[src/rtl/smart_house_pkg.sv]
// Shared constants and helpers for the house sensor front end.
package smart_house_pkg;

  localparam int SENSOR_CH_MAX  = 16;
  localparam int EVT_IDX_W      = 4;
  localparam int STABLE_DEFAULT = 200;

  typedef logic [EVT_IDX_W-1:0] evt_idx_t;

  // Next round-robin index after idx, wrapping at ch channels.
  function automatic evt_idx_t next_idx(input evt_idx_t idx, input int ch);
    if (int'(idx) >= ch - 1) begin
      return '0;
    end
    return idx + 1'b1;
  endfunction

endpackage

[src/rtl/sensor_debounce_ch.sv]
// One debounce slice: stability counter, debounced level, pending-event bit
// and, when OVR_EN is set, a sticky lost-event flag.
module debounce_ch #(
  parameter int CNT_W  = 8,
  parameter int STABLE = 200,
  parameter bit OVR_EN = 1'b0
) (
  input  logic clk,
  input  logic arst,
  input  logic tick,
  input  logic clear,
  input  logic raw,
  input  logic pend_clr,
  output logic state_o,
  output logic pending_o,
  output logic overrun_o
);

  localparam logic [CNT_W-1:0] LAST = CNT_W'(STABLE - 1);

  logic [CNT_W-1:0] r_cnt;
  logic             r_state;
  logic             r_pending;
  logic             w_mismatch;
  logic             w_toggle;

  assign w_mismatch = raw ^ r_state;
  assign w_toggle   = tick & w_mismatch & (r_cnt == LAST) & ~clear;

  // Count consecutive mismatching ticks; flip the level after STABLE of them.
  // A new toggle re-raises pending even if the arbiter clears it this cycle.
  always_ff @(posedge clk or posedge arst) begin
    if (arst) begin
      r_cnt     <= '0;
      r_state   <= 1'b0;
      r_pending <= 1'b0;
    end else if (clear) begin
      r_cnt     <= '0;
      r_pending <= 1'b0;
    end else begin
      if (tick) begin
        if (!w_mismatch) begin
          r_cnt <= '0;
        end else if (w_toggle) begin
          r_cnt   <= '0;
          r_state <= ~r_state;
        end else begin
          r_cnt <= r_cnt + 1'b1;
        end
      end
      if (w_toggle) begin
        r_pending <= 1'b1;
      end else if (pend_clr) begin
        r_pending <= 1'b0;
      end
    end
  end

  assign state_o   = r_state;
  assign pending_o = r_pending;

  generate
    if (OVR_EN) begin : g_ovr
      logic r_ovr;
      // A toggle while the previous change is still unreported loses an event.
      always_ff @(posedge clk or posedge arst) begin
        if (arst) begin
          r_ovr <= 1'b0;
        end else if (clear) begin
          r_ovr <= 1'b0;
        end else if (w_toggle && r_pending) begin
          r_ovr <= 1'b1;
        end
      end
      assign overrun_o = r_ovr;
    end else begin : g_no_ovr
      assign overrun_o = 1'b0;
    end
  endgenerate

endmodule

[src/rtl/sensor_debounce.sv]
// Multi-channel sensor debouncer with a round-robin valid/ready event stream.
// Optional build macro SENSOR_DEBOUNCE_OVERRUN_EN enables the sticky
// per-channel overrun flags; without it overrun_o is constant zero.
module sensor_debounce
  import smart_house_pkg::*;
#(
  parameter int CH     = 4,
  parameter int CNT_W  = 8,
  parameter int STABLE = STABLE_DEFAULT
) (
  input  logic                 clk,
  input  logic                 arst,
  input  logic                 tick,
  input  logic                 clear,
  input  logic [CH-1:0]        raw,
  output logic [CH-1:0]        state_o,
  output logic                 evt_valid,
  input  logic                 evt_ready,
  output logic [EVT_IDX_W-1:0] evt_ch,
  output logic                 evt_level,
  output logic [CH-1:0]        overrun_o
);

`ifdef SENSOR_DEBOUNCE_OVERRUN_EN
  localparam bit OVR_EN = 1'b1;
`else
  localparam bit OVR_EN = 1'b0;
`endif

  logic [CH-1:0] w_state;
  logic [CH-1:0] w_pending;
  logic [CH-1:0] w_pend_clr;
  logic [CH-1:0] w_ovr;
  logic [CH-1:0] w_hi_mask;
  logic [CH-1:0] w_req;
  logic [CH-1:0] w_win_oh;
  evt_idx_t      w_win_idx;
  logic          w_win_level;
  logic          w_load;
  logic          w_any;

  logic          r_valid;
  evt_idx_t      r_ch;
  logic          r_level;
  evt_idx_t      r_ptr;

  generate
    for (genvar g = 0; g < CH; g++) begin : g_ch
      debounce_ch #(
        .CNT_W  (CNT_W),
        .STABLE (STABLE),
        .OVR_EN (OVR_EN)
      ) u_ch (
        .clk       (clk),
        .arst      (arst),
        .tick      (tick),
        .clear     (clear),
        .raw       (raw[g]),
        .pend_clr  (w_pend_clr[g]),
        .state_o   (w_state[g]),
        .pending_o (w_pending[g]),
        .overrun_o (w_ovr[g])
      );
    end
  endgenerate

  // Round-robin pick: lowest pending channel at or above the pointer, else
  // lowest pending channel overall.
  always_comb begin
    w_hi_mask = '0;
    for (int i = 0; i < CH; i++) begin
      w_hi_mask[i] = (i >= int'(r_ptr));
    end
    w_req       = (|(w_pending & w_hi_mask)) ? (w_pending & w_hi_mask) : w_pending;
    w_win_oh    = '0;
    w_win_idx   = '0;
    w_win_level = 1'b0;
    for (int i = CH - 1; i >= 0; i--) begin
      if (w_req[i]) begin
        w_win_oh    = CH'(1) << i;
        w_win_idx   = EVT_IDX_W'(i);
        w_win_level = w_state[i];
      end
    end
  end

  assign w_any      = |w_pending;
  assign w_load     = ~r_valid | evt_ready;
  assign w_pend_clr = (w_load && !clear) ? w_win_oh : '0;

  // Event output register: refill whenever empty or being consumed.
  always_ff @(posedge clk or posedge arst) begin
    if (arst) begin
      r_valid <= 1'b0;
      r_ch    <= '0;
      r_level <= 1'b0;
      r_ptr   <= '0;
    end else if (clear) begin
      r_valid <= 1'b0;
      r_ch    <= '0;
      r_level <= 1'b0;
      r_ptr   <= '0;
    end else if (w_load) begin
      if (w_any) begin
        r_valid <= 1'b1;
        r_ch    <= w_win_idx;
        r_level <= w_win_level;
        r_ptr   <= next_idx(w_win_idx, CH);
      end else begin
        r_valid <= 1'b0;
      end
    end
  end

  assign state_o   = w_state;
  assign evt_valid = r_valid;
  assign evt_ch    = r_ch;
  assign evt_level = r_level;
  assign overrun_o = w_ovr;

endmodule

[config.mk]
export PLATFORM = sky130hd
export DESIGN_NAME = sensor_debounce
export DESIGN_NICKNAME = d
export VERILOG_FILES = /design/src/rtl/smart_house_pkg.sv /design/src/rtl/sensor_debounce_ch.sv /design/src/rtl/sensor_debounce.sv
export SDC_FILE = /design/constraint.sdc
export NUM_CORES = 1
export LEC_CHECK = 0
export CELL_PAD_IN_SITES_DETAIL_PLACEMENT = 0
export CELL_PAD_IN_SITES_GLOBAL_PLACEMENT = 1
export CORE_MARGIN = 2
export CORE_UTILIZATION = 48
export DETAILED_ROUTE_END_ITERATION = 12
export HOLD_SLACK_MARGIN = 0.08
export MAX_ROUTING_LAYER = met4
export PLACE_DENSITY_LB_ADDON = 0.1
export SLEW_MARGIN = 20
export SYNTH_ARGS = -nofsm -noshare
export SYNTH_HDL_FRONTEND = slang
export SYNTH_SLANG_ARGS = --single-unit
[constraint.sdc]
create_clock -name clk -period 3.5 [get_ports clk]
set_clock_uncertainty 0.05 [all_clocks]
set_input_delay 0.7 -clock clk [delete_from_list [all_inputs] [get_ports clk]]
set_output_delay 0.7 -clock clk [all_outputs]
set_load 0.01 [all_outputs]
==> results of run 1 <==
[per-stage QoR]
stage | power (mW) | hold slack [ps] | area [um2] | cells
finish | 0.989 | 461 | 2870 | 368
global route | 1.04 | 507 | 2870 | 368
CTS | 1.01 | 470 | 2870 | 368
detailed placement | 0.609 | 450 | 2760 | 360
global placement | 0.609 | 437 | 2760 | 360
floorplan | 0.594 | 415 | 2650 | 294
[kinds of logic after synthesis]
family	after synthesis	synth area share (%)
and+or+nand+nor	124	24.1
adders and majority gates	4	1.90
xor gates and xnor gates	18	6.00
buffers and inverters	27	6.43
DFF	46	43.8
muxes	3	1.14
AOI/OAI and AO/OA	66	16.5
other	1	0.143
[routing by layer]
layer  global-route usage, %  share of wire [%]
met4                    6.14               0.92
met1                    28.4                 50
met3                    4.53                3.5
met5                       -                  0
met2                    28.2                 45
[state kept, by name, indices dropped and copies added, names as in the netlist]
name	flops
g_ch.u_ch.r_cnt	32
g_ch.u_ch.pending_o	4
g_ch.u_ch.state_o	4
evt_ch	2
r_ptr	2
evt_level	1
evt_valid	1
[final cells by class]
class	count	area, um2	area share [%]
sequential	46	1150	40.1
multi-input combinational	221	1330	46.3
clock inverter	2	37.5	1.31
clock buffer	6	72.6	2.53
inverter	6	23.8	0.829
tap	70	87.6	3.05
timing repair buffer	17	168	5.85
[report_power, final]
part           leakage (nW)  switching, mW  internal (mW)  total (mW)
logic                 0.578         0.0397         0.0191      0.0588
registers             0.640        0.00384          0.535       0.539
clock network        0.0514          0.178          0.213       0.391
[cell usage after synthesis (all sizes together) (2+ instances only)]
library cell,count,area share [%]
nor2,18,2.7
xnor2,7,2.3
a22o,2,0.67
nand2b,5,1.2
dfrtp,46,44
o21ai,39,7.7
a21o,3,0.86
and2,2,0.48
nand2,45,6.4
a211oi,2,0.57
nand3,18,3.4
a21oi,2,0.38
nor3b,3,1.4
or2,3,0.71
inv,6,0.86
buf,20,5.4
and3,12,2.9
ha,4,1.9
mux2i,3,1.1
xor2,11,3.7
nand4,3,0.71
nor2b,2,0.48
o211ai,2,0.76
o2bb2ai,4,1.3
nor4,3,0.71
nand3b,4,1.1
[worst register-to-register path, delay by kind of cell (launching register included)]
| family | cells | cell delay (ps) |
|---|---|---|
| compound gates | 2 | 310 |
| fa+ha+maj | 1 | 220 |
| simple gates | 3 | 820 |
| flops | 1 | 390 |
[worst max-delay path by stage]
stage | start | endpoint | slack (ps) | cells past startpoint
after CTS | clear | g_ch[1].u_ch.r_cnt[4] | 1030 | 6
final | clear | g_ch[1].u_ch.r_cnt[4] | 1060 | 6
after floorplan | arst | evt_ch[0] | 1660 | 1
after global placement | clear | g_ch[1].u_ch.r_cnt[4] | 770 | 6
after detailed placement | clear | g_ch[1].u_ch.r_cnt[4] | 730 | 6
after global routing | clear | g_ch[1].u_ch.r_cnt[3] | 870 | 6
==> flow_summary.toml, run 1 <==
[run_status]
status = "finished clean"

[placed_design]
gp_congestion = 0.783
post-place-ws_ps = 726
dp_hpwl_mm = 3.60
placement.io_buffers = 16

[detailed_routing]
wl_per_cell_um = 14.2
viasPerCell = 5.46
dr.pass1.iters = 4
finalWirelength_mm = 5.24
drt_first_iter_violations = 131
route.detailed.drc = 0
via_count = 2009
drtAntennaViolNets = 0

[floorplan]
initial_utilization_pct = 50.5
core_area_mm2 = 0.00520
fp.dieW_um = 78.0
die_area_mm2 = 0.00608
io_pins = 23
fp-row-count = 26
fp.dieH_um = 78.0

[sta]
slew_headroom_pct = 46.6
worst_pin_slew_ps = 800
setup_viol = 0
rsz0062_at_grt = "false"
fin_tns_setup_ps = 0
worst_slack_ps = 1060
drv_slew = 0
period_share_pct = 69.8
fmax_mhz = 409
hold_violations = 0
fin_crit_ps = 2440

[critical_path]
slowest_delay_ps = 600
endpoint_kind = "flip-flop"
required_ps = 3670
cp.arrival_ps = 2620
path_max_fanout = 12
r2r_slack_ps = 1610
worstSetupPathType = "in -> reg"
path_buf_inv = 1
slowest_stage = "clkdlybuf4s50_1"
critPathTopFamily = "simple AND/OR/NAND/NOR gates"
r2r-start = "g_ch[1].u_ch.r_cnt[0]"
r2r-end = "g_ch[1].u_ch.r_cnt[5]"
path_cells = "clkdlybuf4s50_1 -> and2b_1 -> nand2_1 -> or2_1 -> o21ai_2 -> o2bb2ai_1"
cp-start-kind = "input port"
ff2ff_path_depth = 6

[flow_run]
maxCapViolCount = 0

[final_layout]
n_fill_cell = 481
final_cell_mix = "46 x dfrtp_1, 45 x nand2_1, 33 x o21ai_0"
num_antenna_cells = 0
drive_above_1_share_pct = 6.71
mostFrequentLayoutCell = "dfrtp_1"
area_growth_pct = 9.09
final_nets = 310
final_util_pct = 55.1

[yosys]
syn_inst = 289
yosysWarnings = 0
ys.flop_type = "dfrtp_1"
ys_types = 53
synth-seq-cells = 46
synth.cell_area_mm2 = 0.00263
synth_edf_count = 0
synth-async-reset-ratio_pct = 100
avgSynthCellArea_um2 = 9.10
ys_seq_area_share_pct = 43.8

[worst_hold_path]
hold_end = "g_ch[1].u_ch.r_cnt[1]"
hp-start = "g_ch[1].u_ch.r_cnt[1]"
hold_depth = 2
hold_path_class = "reg -> reg"

[global_routing]
grt_usage_pct = 19.9
grt_pass1_wl_mm = 9.42
overflow = 0
antenna_found_initial = 0
grt_max_degree = 47
grt_pass1_vias = 1962

[cts]
clk_pin_slew_worst_paths_ps = 80
clock_latency_ps = 300
ctsHoldBuffers = 0
cts_max_level = 2
root_buffer = "clkbuf_8"
cts_tree = "built"
cts-resized-gates = 0
numCtsBuffers = 5
cts_setup_buffers = 0
cts_sinks = 46
clock_path_buffers = 2

[power]
p_leak_nw = 1.27
powerDensity_mw_per_mm2 = 345
ir_drop_mv = 0.154
Power figures use the tool's default switching activity.
==> inputs of run 2 (changes only) <==
--- a/config.mk
+++ b/config.mk
@@ -8,7 +8,7 @@
 export CELL_PAD_IN_SITES_DETAIL_PLACEMENT = 0
 export CELL_PAD_IN_SITES_GLOBAL_PLACEMENT = 1
 export CORE_MARGIN = 2
-export CORE_UTILIZATION = 48
+export CORE_UTILIZATION = 40
 export DETAILED_ROUTE_END_ITERATION = 12
 export HOLD_SLACK_MARGIN = 0.08
 export MAX_ROUTING_LAYER = met4
==> constraint.sdc (replaced) <==
create_clock -name clk -period 2.03 [get_ports clk]
set_clock_uncertainty 0.05 [all_clocks]
set_input_delay 0.406 -clock clk [delete_from_list [all_inputs] [get_ports clk]]
set_output_delay 0.406 -clock clk [all_outputs]
set_load 0.01 [all_outputs]
==> run 2 against run 1 <==
  * Hold slack got worse by 170 ps
  * Highest routed layer unchanged
  * Sequential cell count did not move
  * First-iteration DRC count shrank 45%
  * Critical endpoint is now g_ch[1].u_ch.r_cnt[3]
  * Sequential share of layout area shrank 1.2 points
  * Routed wire length increased by 0.76%
  * Die area is 19% higher
  * Global-route usage fell by 3.7 points
==> flow_summary.toml, run 2 (same netlist as run 1, synthesis figures left out) <==
[power]
pwr-share-clk_pct = 35.7
ir_drop_mv = 0.285
p_leak_nw = 1.33
intPower_mw = 1.25
swShare_pct = 23.6
seqPwrFrac_pct = 56.9
combPwrFrac_pct = 7.4
powerDensity_mw_per_mm2 = 551
p_sw_mw = 0.386

[final_layout]
final_cell_mix = "46 x dfrtp_1, 45 x nand2_1, 33 x o21ai_0"
instances_no_fill = 387
largest_reg_flops = 32
top_register = "g_ch.u_ch.r_cnt"
mostFrequentLayoutCell = "dfrtp_1"
final_nets = 322
drive_above_1_share_pct = 10.3
area_growth_pct = 12.6
num_antenna_cells = 0

[cts]
cts-resized-gates = 0
cts_sinks = 46
cts_tree = "built"
clock_path_buffers = 2
cts_setup_buffers = 0
cts_max_level = 2
ctsHoldBuffers = 0
root_buffer = "clkbuf_8"
clock_latency_ps = 300
clk_pin_slew_worst_paths_ps = 90
numCtsBuffers = 5

[global_routing]
antenna_found_initial = 0
grt_pass1_wl_mm = 9.11
overflow = 0
grt_pass1_vias = 1936
grt_max_degree = 20
grt_usage_pct = 16.1

[sta]
period_share_pct = 89.4
fmax_mhz = 551
setup_viol = 0
hold_violations = 0
drv_slew = 0
worst_slack_ps = 214
fin_crit_ps = 1820
rsz0062_at_grt = "false"

[detailed_routing]
route.detailed.drc = 0
finalWirelength_mm = 5.28
dr.pass1.iters = 4
drt_first_iter_violations = 72
via_count = 2022
viasPerCell = 5.22
wl_per_cell_um = 13.6
drtAntennaViolNets = 0

[floorplan]
core_area_mm2 = 0.00635
fp-row-count = 29
fp.dieH_um = 85.1
die_area_mm2 = 0.00724
fp.dieW_um = 85.1
io_pins = 23
initial_utilization_pct = 41.4

[critical_path]
cp.arrival_ps = 1960
path_max_fanout = 10
cp-start-kind = "flip-flop"
required_ps = 2170
endpoint_kind = "flip-flop"
worstSetupPathType = "reg -> reg"
r2r_slack_ps = 210

[placed_design]
post-place-ws_ps = -26.9
dp_hpwl_mm = 3.80
placement.io_buffers = 16
dp.cells = 379
gp_congestion = 0.795

[worst_hold_path]
hold_path_class = "in -> async"

[run_status]
status = "finished clean"

[flow_run]
maxCapViolCount = 0
[run 2: critical path, stage by stage, from the launching register on]
cell and delay [ps]:
dfrtp_1 390, ha_1 220, nand4_1 100, nor4_1 280
or2_1 380, o21ai_1 120, a21o_1 180
[run 2: metrics by stage]
step | TNS [ps] | hold WS, ps | power (mW) | cell area [um2] | utilization, %
final | 0 | 294 | 1.63 | 2960 | 46.6
after global routing | 0 | 306 | 1.71 | 2960 | 46.6
after CTS | 0 | 296 | 1.67 | 2960 | 46.6
after floorplan | 0 | 415 | 1.02 | 2650 | -
after detailed placement | -34.0 | 445 | 1.07 | 2870 | 45.2
after global placement | 0 | 449 | 1.07 | 2870 | 45.2
[run 2: layout make-up]
class	count	area, um2
clock inverters	1	5.00
flip-flops and latches	46	1150
multi-input cells	221	1330
fillers	619	3390
well taps	77	96.3
clock buffers	7	86.3
inverters	6	22.5
repair buffers	29	270
[run 2: worst paths after layout]
check	endpoint	cells after the start	start
max	g_ch[1].u_ch.r_cnt[3]	6	g_ch[1].u_ch.r_cnt[0]
min	g_ch[2].u_ch.r_cnt[2]	2	arst
max reg2reg	g_ch[1].u_ch.r_cnt[3]	6	g_ch[1].u_ch.r_cnt[0]
min reg2reg	g_ch[0].u_ch.r_cnt[1]	2	g_ch[0].u_ch.r_cnt[1]
max in group asynchronous	g_ch[0].u_ch.r_cnt[7]	3	arst
min in group clk	g_ch[0].u_ch.r_cnt[1]	2	g_ch[0].u_ch.r_cnt[1]
[run 2: power by group through the flow]
| stage | Combinational, mW | Sequential (mW) | Clock [mW] |
|---|---|---|---|
| 5_1_grt | 0.136 | 0.930 | 0.641 |
| 3_5_place_dp | 0.124 | 0.946 | 0 |
| 2_1_floorplan | 0.0784 | 0.945 | 0 |
| 3_3_place_gp | 0.123 | 0.947 | 0 |
| 4_1_cts | 0.124 | 0.928 | 0.619 |
| 6_report | 0.120 | 0.928 | 0.582 |
[run 2: routing by layer]
layer / track usage, % / wire (um) / part of all wire [%]
met3: 3.21 / 127 / 2.4
met4: 5.19 / 55 / 1.0
met2: 24.1 / 2310 / 44
met1: 22.1 / 2790 / 53
met5: - / 0 / 0
==> inputs of run 3 (changes only) <==
--- a/config.mk
+++ b/config.mk
@@ -10,10 +10,11 @@
 export CORE_MARGIN = 2
 export CORE_UTILIZATION = 40
 export DETAILED_ROUTE_END_ITERATION = 12
+export GPL_ROUTABILITY_DRIVEN = 0
 export HOLD_SLACK_MARGIN = 0.08
 export MAX_ROUTING_LAYER = met4
 export PLACE_DENSITY_LB_ADDON = 0.1
-export SLEW_MARGIN = 20
+export RECOVER_POWER = 50
 export SYNTH_ARGS = -nofsm -noshare
 export SYNTH_HDL_FRONTEND = slang
 export SYNTH_SLANG_ARGS = --single-unit
==> run 3 against run 2 <==
  * Sequential share of layout area grew 0.26 points
  * Count of clock-buffer cells in the layout is the same
  * Clock power is essentially flat
  * Die area is the same
  * Hold slack gained 160 ps
  * Routed wire length grew 0.80%
  * Via count grew 0.25%
  * Cell count is the same
  * Final area shrank 0.68%
  * Utilization shrank 0.32 points
  * Register-to-register slack is essentially flat
  * Critical endpoint is now g_ch[2].u_ch.r_cnt[4]
  * Largest cell class unchanged
  * Highest routed layer unchanged
==> flow_summary.toml, run 3 (same netlist as run 1, synthesis figures left out) <==
[power]
p_leak_nw = 1.32
powerDensity_mw_per_mm2 = 554
ir_drop_mv = 0.284

[cts]
clk_pin_slew_worst_paths_ps = 80
root_buffer = "clkbuf_8"
numCtsBuffers = 5
clock_path_buffers = 2
cts_tree = "built"
cts_max_level = 2
cts_sinks = 46
cts-resized-gates = 0
ctsHoldBuffers = 0
cts_setup_buffers = 0
clock_latency_ps = 300

[final_layout]
top_register = "g_ch.u_ch.r_cnt"
largest_reg_flops = 32
num_antenna_cells = 0
final_cell_mix = "46 x dfrtp_1, 45 x nand2_1, 33 x o21ai_0"
final_nets = 322
mostFrequentLayoutCell = "dfrtp_1"
final_util_pct = 46.3
drive_above_1_share_pct = 8.71
area_growth_pct = 11.8
postLayoutCellArea_mm2 = 0.00294

[placed_design]
placement.io_buffers = 16
dp_hpwl_mm = 3.80
dpl-instance-area_mm2 = 0.00287

[floorplan]
core_area_mm2 = 0.00635
die_area_mm2 = 0.00724
fp-row-count = 29
fp.dieH_um = 85.1
io_pins = 23
fp.dieW_um = 85.1
initial_utilization_pct = 41.4

[detailed_routing]
route.detailed.drc = 0
finalWirelength_mm = 5.32
via_count = 2027
wl_per_cell_um = 13.8
drt_first_iter_violations = 91
dr.pass1.iters = 4
viasPerCell = 5.24
drtAntennaViolNets = 0

[worst_hold_path]
hold_path_class = "reg -> reg"

[global_routing]
overflow = 0
grt_max_degree = 20
grt_usage_pct = 16.1
grt_pass1_wl_mm = 9.11
antenna_found_initial = 0
grt_pass1_vias = 1936

[critical_path]
cp.arrival_ps = 1940
path_max_fanout = 7
cp-start-kind = "flip-flop"
endpoint_kind = "flip-flop"
slowest_delay_ps = 460
slowest_stage = "o211ai_1"
path_cells = "or3b_1 -> o211ai_1 -> o21ai_0 -> o2bb2ai_1"
worstSetupPathType = "reg -> reg"
path_buf_inv = 0
critPathTopFamily = "compound AO/OA/AOI/OAI gates"
required_ps = 2150

[sta]
setup_viol = 0
drv_slew = 0
slew_headroom_pct = 43.4
fin_tns_setup_ps = 0
fmax_mhz = 550
rsz0062_at_grt = "false"
period_share_pct = 89.5
worst_pin_slew_ps = 848
hold_violations = 0
fin_crit_ps = 1820

[flow_run]
maxCapViolCount = 0

[run_status]
status = "finished clean"
run 3: tightest hold or removal path, stage by stage (launching register included):
cell and delay (ps):
dfrtp_1 360, nand2_1 50, o21ai_0 60
run 3: where the power goes:
part | switching, mW | internal [mW]
sequential | 0.00647 | 0.922
combinational | 0.0713 | 0.0437
clock | 0.309 | 0.275
total | 0.386 | 1.24
run 3: routing by layer:
metal  global-route usage [%]  up-vias  part of all wire (%)
met1                     22.1      953                    52
met3                     3.21        4                   3.4
met2                     24.1       30                    43
met5                        -        -                     0
met4                     5.19        0                  0.96
li1                         -     1040                     -
run 3: area by class of cell:
| cell class | instances | area, um2 |
|---|---|---|
| Fill cell | 619 | 3410 |
| Multi-Input combinational cell | 221 | 1320 |
| Sequential cell | 46 | 1150 |
| Timing Repair Buffer | 29 | 255 |
| Tap cell | 77 | 96.3 |
| Clock buffer | 7 | 86.3 |
| Inverter | 6 | 22.5 |
| Clock inverter | 1 | 5.00 |
run 3: stage by stage:
step           setup WS [ps]  hold WS, ps  power [mW]  std cells
6_report                 213          458        1.63        387
5_1_grt                 24.8          497        1.70        387
4_1_cts                  200          296        1.67        387
3_5_place_dp           -26.9          445        1.07        379
3_3_place_gp            27.8          449        1.07        379
2_1_floorplan            486          415        1.02        294
run 3: final timing paths:
check,start,endpoint,slack [ps],cells past startpoint
worst max register to register,g_ch[2].u_ch.r_cnt[3],g_ch[2].u_ch.r_cnt[4],210,4
max in group asynchronous,arst,g_ch[3].u_ch.state_o,330,3
min in group asynchronous,arst,g_ch[2].u_ch.r_cnt[2],470,2
worst min register to register,g_ch[0].u_ch.r_cnt[1],g_ch[0].u_ch.r_cnt[1],460,2
worst max-delay path,g_ch[2].u_ch.r_cnt[3],g_ch[2].u_ch.r_cnt[4],210,4
worst min-delay path,g_ch[0].u_ch.r_cnt[1],g_ch[0].u_ch.r_cnt[1],460,2
